### src/rtl/cronometro_dois_digitos.sv
// Two-digit seconds stopwatch/countdown: 1 s prescaler, up (wrapping) or down (stop at zero)
// counter, driven by three synchronized push-button events. Output feeds the 7-segment decoder.
module cronometro_dois_digitos #(
  parameter int TICKS_POR_SEGUNDO = 50000000,
  parameter int MAX_CONTAGEM      = 99
) (
  input  logic        clock,
  input  logic        reset_n,
  input  logic        botao_iniciar,
  input  logic        botao_parar,
  input  logic        botao_zerar,
  input  logic        decrescente,
  input  logic [6:0]  carga,
  output logic [31:0] valor,
  output logic        tick_segundo,
  output logic        rodando,
  output logic        fim
);

  localparam int              PW         = $clog2(TICKS_POR_SEGUNDO);
  localparam logic [PW-1:0]   PRESC_FIM  = PW'(TICKS_POR_SEGUNDO - 1);
  localparam logic [6:0]      VALOR_MAX  = 7'(MAX_CONTAGEM);

  localparam logic [1:0] OCIOSO   = 2'd0;
  localparam logic [1:0] CONTANDO = 2'd1;
  localparam logic [1:0] PAUSADO  = 2'd2;
  localparam logic [1:0] FIM      = 2'd3;

  logic [2:0]    sync1_q, sync2_q, prev_q;
  logic [2:0]    evento;
  logic          evIniciar, evParar, evZerar;
  logic [1:0]    estado_q, estado_d;
  logic [PW-1:0] presc_q, presc_d;
  logic [6:0]    valor_q, valor_d;
  logic          desc_q, desc_d;
  logic [6:0]    cargaSat, valorInicial;
  logic          passo;

  // Bit order {zerar, parar, iniciar}; prev_q turns the synchronized level into a one-cycle event
  always_ff @(posedge clock) begin
    if (!reset_n) begin
      sync1_q <= '0;
      sync2_q <= '0;
      prev_q  <= '0;
    end else begin
      sync1_q <= {botao_zerar, botao_parar, botao_iniciar};
      sync2_q <= sync1_q;
      prev_q  <= sync2_q;
    end
  end

  assign evento    = sync2_q & ~prev_q;
  assign evIniciar = evento[0];
  assign evParar   = evento[1];
  assign evZerar   = evento[2];

  assign cargaSat     = (carga > VALOR_MAX) ? VALOR_MAX : carga;
  assign valorInicial = decrescente ? cargaSat : 7'd0;

  // A pending zerar/parar pre-empts the step that would otherwise land on this edge
  assign passo = (estado_q == CONTANDO) && (presc_q == PRESC_FIM) && !evZerar && !evParar;

  always_comb begin
    estado_d = estado_q;
    presc_d  = presc_q;
    valor_d  = valor_q;
    desc_d   = desc_q;
    if (evZerar) begin
      estado_d = OCIOSO;
      presc_d  = '0;
      valor_d  = valorInicial;
      desc_d   = decrescente;
    end else begin
      case (estado_q)
        OCIOSO: begin
          if (!evParar && evIniciar) begin
            presc_d  = '0;
            estado_d = (desc_q && valor_q == 7'd0) ? FIM : CONTANDO;
          end
        end
        CONTANDO: begin
          if (evParar) begin
            estado_d = PAUSADO;
          end else if (presc_q == PRESC_FIM) begin
            presc_d = '0;
            if (desc_q) begin
              if (valor_q <= 7'd1) begin
                valor_d  = 7'd0;
                estado_d = FIM;
              end else begin
                valor_d = valor_q - 7'd1;
              end
            end else begin
              valor_d = (valor_q >= VALOR_MAX) ? 7'd0 : valor_q + 7'd1;
            end
          end else begin
            presc_d = presc_q + 1'b1;
          end
        end
        PAUSADO: begin
          if (!evParar && evIniciar) begin
            estado_d = (desc_q && valor_q == 7'd0) ? FIM : CONTANDO;
          end
        end
        FIM: begin
          valor_d = 7'd0;
        end
        default: estado_d = OCIOSO;
      endcase
    end
  end

  always_ff @(posedge clock) begin
    if (!reset_n) begin
      estado_q <= OCIOSO;
      presc_q  <= '0;
      valor_q  <= valorInicial;
      desc_q   <= decrescente;
    end else begin
      estado_q <= estado_d;
      presc_q  <= presc_d;
      valor_q  <= valor_d;
      desc_q   <= desc_d;
    end
  end

  assign valor        = {25'd0, valor_q};
  assign tick_segundo = passo;
  assign rodando      = (estado_q == CONTANDO);
  assign fim          = (estado_q == FIM);

endmodule

### config.mk
export PLATFORM = sky130hd
export DESIGN_NAME = cronometro_dois_digitos
export DESIGN_NICKNAME = d
export VERILOG_FILES = /design/src/rtl/cronometro_dois_digitos.sv
export SDC_FILE = /design/constraint.sdc
export NUM_CORES = 1
export LEC_CHECK = 0
export ABC_AREA = 1
export CAP_MARGIN = 20
export CORE_MARGIN = 4
export CORE_UTILIZATION = 45
export CTS_BUF_LIST = sky130_fd_sc_hd__clkbuf_8
export CTS_CLUSTER_DIAMETER = 80
export DETAILED_ROUTE_END_ITERATION = 12
export PLACE_DENSITY = 0.69
export SYNTH_ARGS = -nofsm -noshare
export SYNTH_HDL_FRONTEND = slang
export SYNTH_SLANG_ARGS = --single-unit
### constraint.sdc
create_clock -name clock -period 3.4 [get_ports clock]
set_input_delay 0.68 -clock clock [delete_from_list [all_inputs] [get_ports clock]]
set_output_delay 0.68 -clock clock [all_outputs]
set_load 0.05 [all_outputs]
==> summary.md <==
| Metric | Value |
|---|---|
| Root Driver | `clkbuf_8` |
| Synth-to-Final Area Change | `9.62%` |
| Hold Crit Class | `reg2reg` |
| Most frequent cells in the layout | `nand2_1 (97), inv_1 (59), nor2_1 (47)` |
| Final core occ | `51.1%` |
| WL/cell | `11.3 microns` |
| Clock Skews | `9.47 ps` |
| # fillers | `645` |
| Post-Syn Area | `2980 sq um` |
| DR vias/cell | `4.84` |
| Total number of vias | `2,607` |
| Die W | `89.4 microns` |
| Std-Cell Rows | `29` |
| #FFs+latches synth | `45` |
| I/O Buffers | `22` |
| Post-Synth Simple-Gate Area | `36.8%` |
| Multi-input gate area | `1600 sq um` |
| Starting DRC count in detailed routing | `142` |
| Worst Setup SP | `presc_q[0]` |
| DRT antenna net count | `0` |
| Distinct cells, synth | `40` |
| Total iterations of the first detailed-routing run | `4` |
| Gp weighted congestion | `0.962` |
| Post-CTS Repair Setup Buffers | `0` |
| Core area | `6390 sq um` |
| Final setup viols | `0` |
| Worst slew pin tran | `497 ps` |
| Initial antenna violation count | `0` |
| R2r startpoint | `presc_q[0]` |
| H-Tree Depth | `2` |
| Final hold vios | `0` |
| Hold-fix buffers, CTS | `0` |
| Placed Area | `3160 sq um` |
| Starting Density | `46.6%` |
| Die ar. | `7990 sq um` |
| Adder-cell area share of the yosys netlist | `2.10%` |
| Remaining DRCs | `0` |
| Run status | `completed` |
| Cts bufs inserted | `5` |
| Pleak | `1.34 nW` |
| PD cells | `371 nW/um^2` |
| Post-synthesis cell count | `438` |
| Required @ worst endpoint | `2720 ps` |
| Final Critical Period | `3090 ps` |
| Syn. warnings | `0` |
| Antenna cells | `0` |
| Max Cap Viol | `0` |
| Commonest non-fill, non-tap cell in the layout | `nand2_1` |
| FFs w/ async S/R, synth | `0%` |
| Design Power | `1.21 mW` |
| Min-delay src | `sync1_q[1]` |
| Post-synthesis mux area share | `0%` |
| Max VDD drop | `0.210 mV` |
| Vias in the first global route | `2,391` |
| Die Y | `89.4 microns` |
| Main combinational cell family by area after synthesis | `simple AND/OR/NAND/NOR gates` |
| Setup crit end kind | `primary output` |
| Drt total wl | `6100 microns` |
| Register area share after synthesis | `32.9%` |
| CP Class | `reg2out` |
| Post-synth EDFFs | `8` |
| Avg Inst Size Synth | `6.80 sq um` |
| CP startpoint kind | `flop` |
| XOR/XNOR share of the synthesized area | `3.53%` |
| Sum Neg Setup Slack | `0 ps` |
| Layout net count | `479` |
| Worst-skew pair later-pin latency | `300 ps` |
| Rel. slew slack | `66.8%` |
| WP data arrival | `2410 ps` |
| Largest net degree at the start of global routing | `20` |
| Ys flop type | `dfxtp_1` |
| Clock Path Buffers | `2` |
| Share of cells above drive strength 1 | `11.5%` |
| Period utilisation layout | `90.8%` |
| FMAX | `324 MHz` |
| Clock-pin slew on the worst setup and hold paths | `90 ps` |
| Fin area | `3270 sq um` |
| Register area | `981 sq um` |
| HPWL after DPL | `4810 microns` |
| CTS tree | `yes` |
| CTS sink cnt | `45` |
| First-pass GRT wire length | `10,500 microns` |
| # IOs | `48` |
| RSZ-0062 raised after global routing | `no` |
| GRT overflow | `0` |
| Crit-path max FO | `4` |
| CTS resizes | `0` |
| Post-synthesis compound-gate area fraction | `8.15%` |
| Fin. max-slew vios | `0` |
| Gr usage total | `16.5%` |
[area by class of cell]
type	count	share of cell area, %
Multi-Input combinational cell	316	49.0
Timing Repair Buffer	23	6.90
Inverter	70	8.05
Sequential cell	45	30.0
Clock inverter	2	0.536
Tap cell	77	2.95
Clock buffer	6	2.53
[kinds of logic after synthesis]
family	count (synthesis)
AOI/OAI and AO/OA	44
xor gates and xnor gates	12
adders and majority gates	5
buffers and inverters	101
DFF	45
other	1
and+or+nand+nor	230
[sequential cells by signal, summed over array words and instances, names as in the netlist]
signal,cells
prev_q,3
estado_q,2
presc_q,26
sync2_q,3
sync1_q,3
desc_q,1
valor_q,7
[metrics by stage]
stage / setup WS [ps] / hold slack [ps] / instances
after floorplan: 830 / 390 / 462
after global placement: 653 / 394 / 530
after detailed placement: 640 / 400 / 530
after CTS: 291 / 422 / 538
after global routing: 181 / 450 / 539
final: 314 / 418 / 539
[path summary, 6_finish.rpt]
path         depth (start not counted)      endpoint  slack, ps
max                                  8  tick_segundo        310
min                                  2    sync2_q[1]        420
max reg2reg                          8    valor_q[6]       1300
min reg2reg                          2    sync2_q[1]        420
[metal layers]
| layer | share of wire (%) | GRT usage, % | vias to the layer above |
|---|---|---|---|
| met4 | 1.2 | 5.41 | 0 |
| met2 | 46 | 27.1 | 66 |
| met1 | 47 | 22.1 | 1156 |
| met5 | 0 | 0 | - |
| met3 | 5.4 | 2.40 | 9 |
| li1 | - | - | 1376 |
[cells in the mapped netlist, types with 2 or more instances]
cell type  instances  area share [%]
xor2_1            10             2.9
inv_2             10             1.3
buf_2              3            0.50
xnor2_1            2            0.59
nor2_1            47             5.9
o22ai_1            4            0.84
nand2_2            5             1.0
nand2_1           97              12
nand3_1           29             4.9
dfxtp_1           37              25
nand3_2            3             1.0
nor2_4             4             1.5
buf_4             25             6.3
edfxtp_1           8             8.1
inv_1             59             7.4
o21ai_1            5            0.84
clkbuf_1           2            0.25
o21ai_0           17             2.9
a21oi_1           11             1.8
nor3_1            13             2.2
nor2_2            16             3.4
nand2_4            2            0.76
nand4_1            8             1.7
ha_1               5             2.1
[power by group]
group / internal (mW) / switching (mW) / leakage [nW]
registers: 0.562 / 0.0201 / 0.382
logic: 0.0705 / 0.196 / 0.903
clock network: 0.169 / 0.193 / 0.0518
[critical path, cell delays in order (launching register included)]
cell and delay (ps):
dfxtp_1 370, ha_1 200, nand3_2 130, nor2_4 140, inv_1 70, nor2_2 150
nand2_2 100, nor2_1 130, clkdlybuf4s50_1 820
Power figures use the tool's default switching activity.
